**config.mk**
```make
export PLATFORM = sky130hd
export DESIGN_NAME = fdtd_ez_sched
export DESIGN_NICKNAME = d
export VERILOG_FILES = /design/src/rtl/fdtd_pkg.sv /design/src/rtl/fdtd_tok_pipe.sv /design/src/rtl/fdtd_ez_sched.sv
export SDC_FILE = /design/constraint.sdc
export NUM_CORES = 1
export LEC_CHECK = 0
export ABC_AREA = 1
export BUFFER_PORTS_ARGS = -buffer_cell sky130_fd_sc_hd__buf_2
export CAP_MARGIN = 20
export CORE_UTILIZATION = 56
export CTS_BUF_LIST = sky130_fd_sc_hd__clkbuf_2
export CTS_CLUSTER_SIZE = 24
export DETAILED_ROUTE_END_ITERATION = 10
export PLACE_DENSITY = 0.88
export SLEW_MARGIN = 20
export SYNTH_ARGS = -nofsm -noshare
export SYNTH_HDL_FRONTEND = slang
export SYNTH_SLANG_ARGS = --single-unit
```
**constraint.sdc**
```tcl
create_clock -name CLK -period 2.5 [get_ports CLK]
set_input_delay 0.5 -clock CLK [delete_from_list [all_inputs] [get_ports CLK]]
set_output_delay 0.5 -clock CLK [all_outputs]
set_load 0.02 [all_outputs]
```
**src/rtl/fdtd_pkg.sv**
```systemverilog
// Shared types and default latencies for the 1-D FDTD update schedulers.
// Used by the Ez sequencer, the Hy sequencer and their token pipes.
package fdtd_pkg;

    localparam int FDTD_ADDR_W     = 10;
    localparam int FDTD_MEM_RD_LAT = 1;
    localparam int FDTD_PIPE_LAT   = 4;

    typedef enum logic [1:0] {
        ST_IDLE,
        ST_RUN,
        ST_DRAIN,
        ST_WAIT_HY
    } ez_sched_state_t;

    typedef struct packed {
        logic                   valid;
        logic                   wb;
        logic [FDTD_ADDR_W-1:0] addr;
    } ez_tok_t;

endpackage

```
**src/rtl/fdtd_tok_pipe.sv**
```systemverilog
// Enable-gated shift register of scheduler tokens that tracks operands through
// the memory + calc latency. Only the valid bits are reset.
module fdtd_tok_pipe
    import fdtd_pkg::*;
#(
    parameter int DEPTH = FDTD_MEM_RD_LAT + FDTD_PIPE_LAT
) (
    input  logic    CLK,
    input  logic    RST_N,
    input  logic    en,
    input  ez_tok_t tok_in,
    output ez_tok_t tok_out,
    output logic    empty
);

    logic [DEPTH-1:0]       vld_p;
    logic [DEPTH-1:0]       wb_p;
    logic [FDTD_ADDR_W-1:0] addr_p [DEPTH];

    always_ff @(posedge CLK or negedge RST_N) begin
        if (!RST_N) begin
            vld_p <= '0;
        end else if (en) begin
            vld_p[0] <= tok_in.valid;
            for (int i = 1; i < DEPTH; i++) vld_p[i] <= vld_p[i-1];
        end
    end

    // Payload is qualified by vld_p, so it carries no reset.
    always_ff @(posedge CLK) begin
        if (en) begin
            wb_p[0]   <= tok_in.wb;
            addr_p[0] <= tok_in.addr;
            for (int i = 1; i < DEPTH; i++) begin
                wb_p[i]   <= wb_p[i-1];
                addr_p[i] <= addr_p[i-1];
            end
        end
    end

    assign tok_out = '{valid: vld_p[DEPTH-1], wb: wb_p[DEPTH-1], addr: addr_p[DEPTH-1]};
    assign empty   = ~|vld_p;

endmodule

```
**src/rtl/fdtd_ez_sched.sv**
```systemverilog
// Ez update sequencer: streams cell reads into the Ez datapath, tracks them through
// the pipeline latency, issues write-backs for cells 1..nx-1 and steps with the Hy updater.
module fdtd_ez_sched
    import fdtd_pkg::*;
#(
    parameter int FDTD_DATA_WIDTH = 32,
    parameter int ADDR_WIDTH      = 10,
    parameter int STEP_WIDTH      = 16,
    parameter int MEM_RD_LAT      = FDTD_MEM_RD_LAT,
    parameter int PIPE_LAT        = FDTD_PIPE_LAT
) (
    input  logic                  CLK,
    input  logic                  RST_N,
    input  logic                  start_i,
    input  logic [ADDR_WIDTH-1:0] nx_i,
    input  logic [STEP_WIDTH-1:0] nsteps_i,
    input  logic                  hold_i,
    input  logic                  hy_done_i,
    output logic                  rd_en_o,
    output logic [ADDR_WIDTH-1:0] rd_addr_o,
    output logic                  clken_o,
    output logic                  wr_en_o,
    output logic [ADDR_WIDTH-1:0] wr_addr_o,
    output logic                  step_done_o,
    output logic                  busy_o,
    output logic                  done_o,
    output logic                  err_o
);

    localparam int TOK_DEPTH = MEM_RD_LAT + PIPE_LAT;

    if (ADDR_WIDTH > FDTD_ADDR_W || FDTD_DATA_WIDTH < 1 || TOK_DEPTH < 1) begin : g_bad_param
        $error("fdtd_ez_sched: unsupported parameter combination");
    end

    ez_sched_state_t       state_q, state_d;
    logic [ADDR_WIDTH-1:0] nx_q, nx_d, rd_cnt_q, rd_cnt_d;
    logic [STEP_WIDTH-1:0] nsteps_q, nsteps_d, step_cnt_q, step_cnt_d;
    logic                  err_q, err_d, hy_pend_q, hy_pend_d;
    logic                  busy, clken, rd_en, step_done, done, last_step, pipe_empty;
    ez_tok_t               tok_in, tok_out;

    assign busy      = (state_q != ST_IDLE);
    assign clken     = busy & ~hold_i;
    assign last_step = (step_cnt_q == nsteps_q - STEP_WIDTH'(1));

    always_ff @(posedge CLK or negedge RST_N) begin
        if (!RST_N) begin
            state_q    <= ST_IDLE;
            nx_q       <= '0;
            nsteps_q   <= '0;
            rd_cnt_q   <= '0;
            step_cnt_q <= '0;
            err_q      <= 1'b0;
            hy_pend_q  <= 1'b0;
        end else begin
            state_q    <= state_d;
            nx_q       <= nx_d;
            nsteps_q   <= nsteps_d;
            rd_cnt_q   <= rd_cnt_d;
            step_cnt_q <= step_cnt_d;
            err_q      <= err_d;
            hy_pend_q  <= hy_pend_d;
        end
    end

    always_comb begin
        state_d    = state_q;
        nx_d       = nx_q;
        nsteps_d   = nsteps_q;
        rd_cnt_d   = rd_cnt_q;
        step_cnt_d = step_cnt_q;
        err_d      = err_q;
        hy_pend_d  = hy_pend_q;
        rd_en      = 1'b0;
        step_done  = 1'b0;
        done       = 1'b0;
        case (state_q)
            ST_IDLE: begin
                if (start_i) begin
                    if (nx_i >= ADDR_WIDTH'(2) && nsteps_i != '0) begin
                        nx_d       = nx_i;
                        nsteps_d   = nsteps_i;
                        rd_cnt_d   = '0;
                        step_cnt_d = '0;
                        err_d      = 1'b0;
                        state_d    = ST_RUN;
                    end else begin
                        err_d = 1'b1;
                    end
                end
            end
            ST_RUN: begin
                if (clken) begin
                    rd_en = 1'b1;
                    if (rd_cnt_q == nx_q - ADDR_WIDTH'(1)) state_d  = ST_DRAIN;
                    else                                    rd_cnt_d = rd_cnt_q + ADDR_WIDTH'(1);
                end
            end
            ST_DRAIN: begin
                // Wait for the final write-back to leave the pipe before ending the step.
                if (clken && pipe_empty) begin
                    if (last_step) begin
                        done    = 1'b1;
                        state_d = ST_IDLE;
                    end else begin
                        step_done = 1'b1;
                        state_d   = ST_WAIT_HY;
                    end
                end
            end
            ST_WAIT_HY: begin
                // A hy_done pulse arriving during hold is remembered until hold drops.
                if (hy_done_i) hy_pend_d = 1'b1;
                if (clken && (hy_done_i || hy_pend_q)) begin
                    hy_pend_d  = 1'b0;
                    step_cnt_d = step_cnt_q + STEP_WIDTH'(1);
                    rd_cnt_d   = '0;
                    state_d    = ST_RUN;
                end
            end
            default: state_d = ST_IDLE;
        endcase
    end

    // Cell 0 only primes the datapath's Hy delay, so it never writes back.
    assign tok_in = '{valid: rd_en, wb: (rd_cnt_q != '0), addr: FDTD_ADDR_W'(rd_cnt_q)};

    fdtd_tok_pipe #(
        .DEPTH (TOK_DEPTH)
    ) u_tok_pipe (
        .CLK     (CLK),
        .RST_N   (RST_N),
        .en      (clken),
        .tok_in  (tok_in),
        .tok_out (tok_out),
        .empty   (pipe_empty)
    );

    assign rd_en_o     = rd_en;
    assign rd_addr_o   = rd_cnt_q;
    assign clken_o     = clken;
    assign wr_en_o     = tok_out.valid & tok_out.wb & clken;
    assign wr_addr_o   = wr_en_o ? ADDR_WIDTH'(tok_out.addr) : '0;
    assign step_done_o = step_done;
    assign busy_o      = busy;
    assign done_o      = done;
    assign err_o       = err_q;

endmodule

```
==> results by group <==
Clock tree
  • Clock slew at reported path FFs: 210 ps
  • CTS tree: done
  • Clock Tree Root: clkbuf_2
  • Longest Clk Path Bufs: 2
  • H-tree depth: 4
  • Num CTS Buffers: 17
  • Sink Count: 116
  • Worst-skew pair later-pin latency: 710 ps

Critical path
  • Top cell by count, worst path: nand4_1
  • Largest stage delay, worst path: 410 ps
  • Critical-path top delay cell: dfrtp_1
  • Worst reg2reg path startpoint: state_q[0]$_DFFE_PN0P_
  • CP Data Required Time: 2000 ps
  • CP Launch Type: flop
  • R2r endpoint: rd_addr_o[4]$_DFFE_PN0P_
  • R2R cell count: 15
  • Crit Path Class: flop to primary output
  • CP Capture Type: primary output
  • Critical path fanouts, max: 4
  • Worst-path cell chain: inv_1 -> ha_4 -> nand2_4 -> nor2_4 -> xor2_2 -> nand4_1 -> nor2_2 -> nand4_1 -> nor3_2 -> buf_4
  • Flop2flop setup slack: 0 ps
  • Data arrival, critical path: 2590 ps

Floorplan
  • Die Ht: 106 µm
  • Core area: 0.0104 mm²
  • Initial core utilization: 0.584
  • Row cnt: 37
  • DIE WIDTH: 106 µm
  • Die area: 0.0113 mm²
  • I/O pin cnt: 58

Synthesis
  • Mux cell area share after synthesis: 0.0111
  • Ranking of synthesized cells by area: edfxtp_1 (27%), dfrtp_1 (25%), nand2_1 (9.4%)
  • Most common cell in the netlist: nand2_1
  • Post-synthesis adder-cell area fraction: 0.0185
  • Post-synthesis register bit count: 116
  • Synthesis Warnings: 0
  • Post-synth top area cell: edfxtp_1
  • Cells after Synth: 693
  • Asr flop ratio synth: 0.526
  • Compound-Gate Fraction of Synth Area: 0.0590
  • Synthesized cell area: 0.00608 mm²
  • Syn_nets: 733
  • Syn Area/Cell: 8.78 µm²
  • Post-synth top cells: nand2_1 (153), nor2_1 (90), inv_1 (84)
  • Post-synthesis sequential area ratio: 0.522
  • Post-Synth Simple-Gate Area: 0.251
  • Main combinational cell family by area after synthesis: simple AND/OR/NAND/NOR gates
  • Most used flip-flop cell after synthesis: dfrtp_1
  • Xor/xnor share of the synthesized area: 0.0590
  • Post-synth top area share: 0.271
  • Synth unique cells: 38
  • Number of synthesized flops with an enable pin: 55

Outcome
  • Outcome: complete, but fails checks
  • Failing checks: setup timing

Layout
  • Layout cells sized above 1: 0.236
  • Nets: 829
  • Area delta synth->final: 21.5%

STA
  • Min Hold Slack: 30.4 ps
  • Crit path time final: 3090 ps
  • Final Max Slew Viols: 0
  • # setup viols final: 15
  • Max Fclk: 0.324 GHz
  • Worst-margin pin slew: 684 ps
  • Post-route clock period utilization: 1.23
  • Rel. slew slack: 0.543
  • Hold Vio Cnt, Final: 0
  • Clk_skew: 32.4 ps
  • RSZ-0062 raised after global routing: yes
  • Final WS setup: -587 ps

Worst hold path
  • Hold path depth: 3
  • Min-Delay Endpoint: nsteps_q[2]$_DFFE_PN0P_
  • Hold WC Path Type: primary input to flop
  • HP Start: nsteps_i[2]

Global routing
  • Total grt overflow: 0
  • Initial antenna violation count: 1
  • First-pass GRT wire length: 23900 µm
  • M3 GR Usage: 0.0632
  • Met2 Use GR: 0.459
  • Vias in the first global route: 4952
  • Pin count of the biggest net entering global routing: 40
  • Most Used Layer, Global Route: met2
  • Global-route usage over all layers: 0.279
  • Grt met1 use: 0.360

Power and ir drop
  • VDD IR-drop max: 0.534 mV
  • Total power: 8.08 mW
  • Static leakage: 3.28 nW
  • PD cells: 1090 mW/mm²

Drt
  • Post-Route WL: 15200 µm
  • Routed via count: 5290
  • Residual DRC: 0
  • Drt first pass iters: 6
  • Iteration-0 DRC Markers: 472
  • Vias per cell: 5.63
  • Drt wl/cell: 16.2 µm
  • Antenna Nets Post-Route: 0

Placed design
  • GP Congestion: 0.895
  • Hpwl dp: 10200 µm
  • Port Buffers: 57

Job
  • Max cap viols: 0
## final cells by class
class,count,area (µm²)
Antenna cell,1,2.50
Clock buffer,17,85.1
Clock inverter,15,183
Fill cell,711,3030
Inverter,89,343
Multi-Input combinational cell,464,2620
Sequential cell,116,3180
Tap cell,136,170
Timing Repair Buffer,101,803
## state kept, by name (all words and copies together), names as in the netlist, 2 cells and up
register	flops
nsteps_q	16
nx_q	10
rd_addr_o	10
state_q	2
step_cnt_q	16
u_tok_pipe.addr_p	50
u_tok_pipe.vld_p	5
u_tok_pipe.wb_p	5
## repair_timing
item | in CTS | in global routing
hold endpoints to repair | 23 | 13
hold buffers | 2 | 13
endpoints found under the setup margin | 16 | 15
gates resized for setup | 58 | 26
pin swaps | 6 | 10
cloned | 2 | 0
setup buffers | 12 | 10
## stage by stage
stage	setup TNS [ps]	util	instances	cell area, µm²	setup WS (ps)
global placement	0	0.622	868	6480	170
finish	-4020	0.710	939	7390	-587
detailed placement	0	0.622	868	6480	72.7
global route	-5270	0.710	939	7390	-699
floorplan	0	-	693	6090	65.1
CTS	-1550	0.682	916	7110	-507
## worst max-delay path: cells and delay by family, from the launching register on
family	cells	cell delay [ps]
and+or+nand+nor	6	820
DFF	1	410
buffers and inverters	2	290
adders and majority gates	1	190
xor gates and xnor gates	1	190
## power breakdown
| part | internal (mW) | leakage, nW | switching (mW) |
|---|---|---|---|
| clock network | 0.509 | 0.159 | 0.851 |
| registers | 2.64 | 1.32 | 0.443 |
| logic | 1.36 | 1.81 | 2.28 |
## logic make-up (layout without fill, tap and decap cells)
logic type      Yosys count  count (layout)
buf+inv                 114             222
mux                       6               6
fa+ha+maj                 9               9
other cells               0               1
simple gates            347             348
compound gates           60              60
flops                   116             116
xor+xnor                 41              41
## per-layer routing
| metal | routed length [µm] | part of all wire |
|---|---|---|
| met1 | 5930 | 0.39 |
| met2 | 7500 | 0.49 |
| met3 | 1270 | 0.083 |
| met4 | 516 | 0.034 |
| met5 | 0 | 0 |
## worst max-delay path by stage
stage / to / start / slack, ps / cells past startpoint
finish: done_o / nsteps_q[1]$_DFFE_PN0P_ / -590 / 10
floorplan: done_o / state_q[0]$_DFFE_PN0P_ / 70 / 8
detailed placement: done_o / nsteps_q[0]$_DFFE_PN0P_ / 70 / 10
global route: done_o / nsteps_q[0]$_DFFE_PN0P_ / -700 / 10
CTS: done_o / nsteps_q[0]$_DFFE_PN0P_ / -510 / 10
global placement: step_done_o / nsteps_q[0]$_DFFE_PN0P_ / 170 / 13
## layout by cell type, fill, tap and decap left out, drive strengths merged, types with 6 or more instances in the layout
master	instances
xor2	26
mux2	6
buf	85
nand4	21
a21oi	10
clkbuf	17
xnor2	15
o21ai	37
nor2	95
inv	98
nand3	44
nand2	158
dlygate4sd3	15
nor3	18
edfxtp	55
dfrtp	61
o31ai	9
ha	9
(Power assumes the default switching activity.)
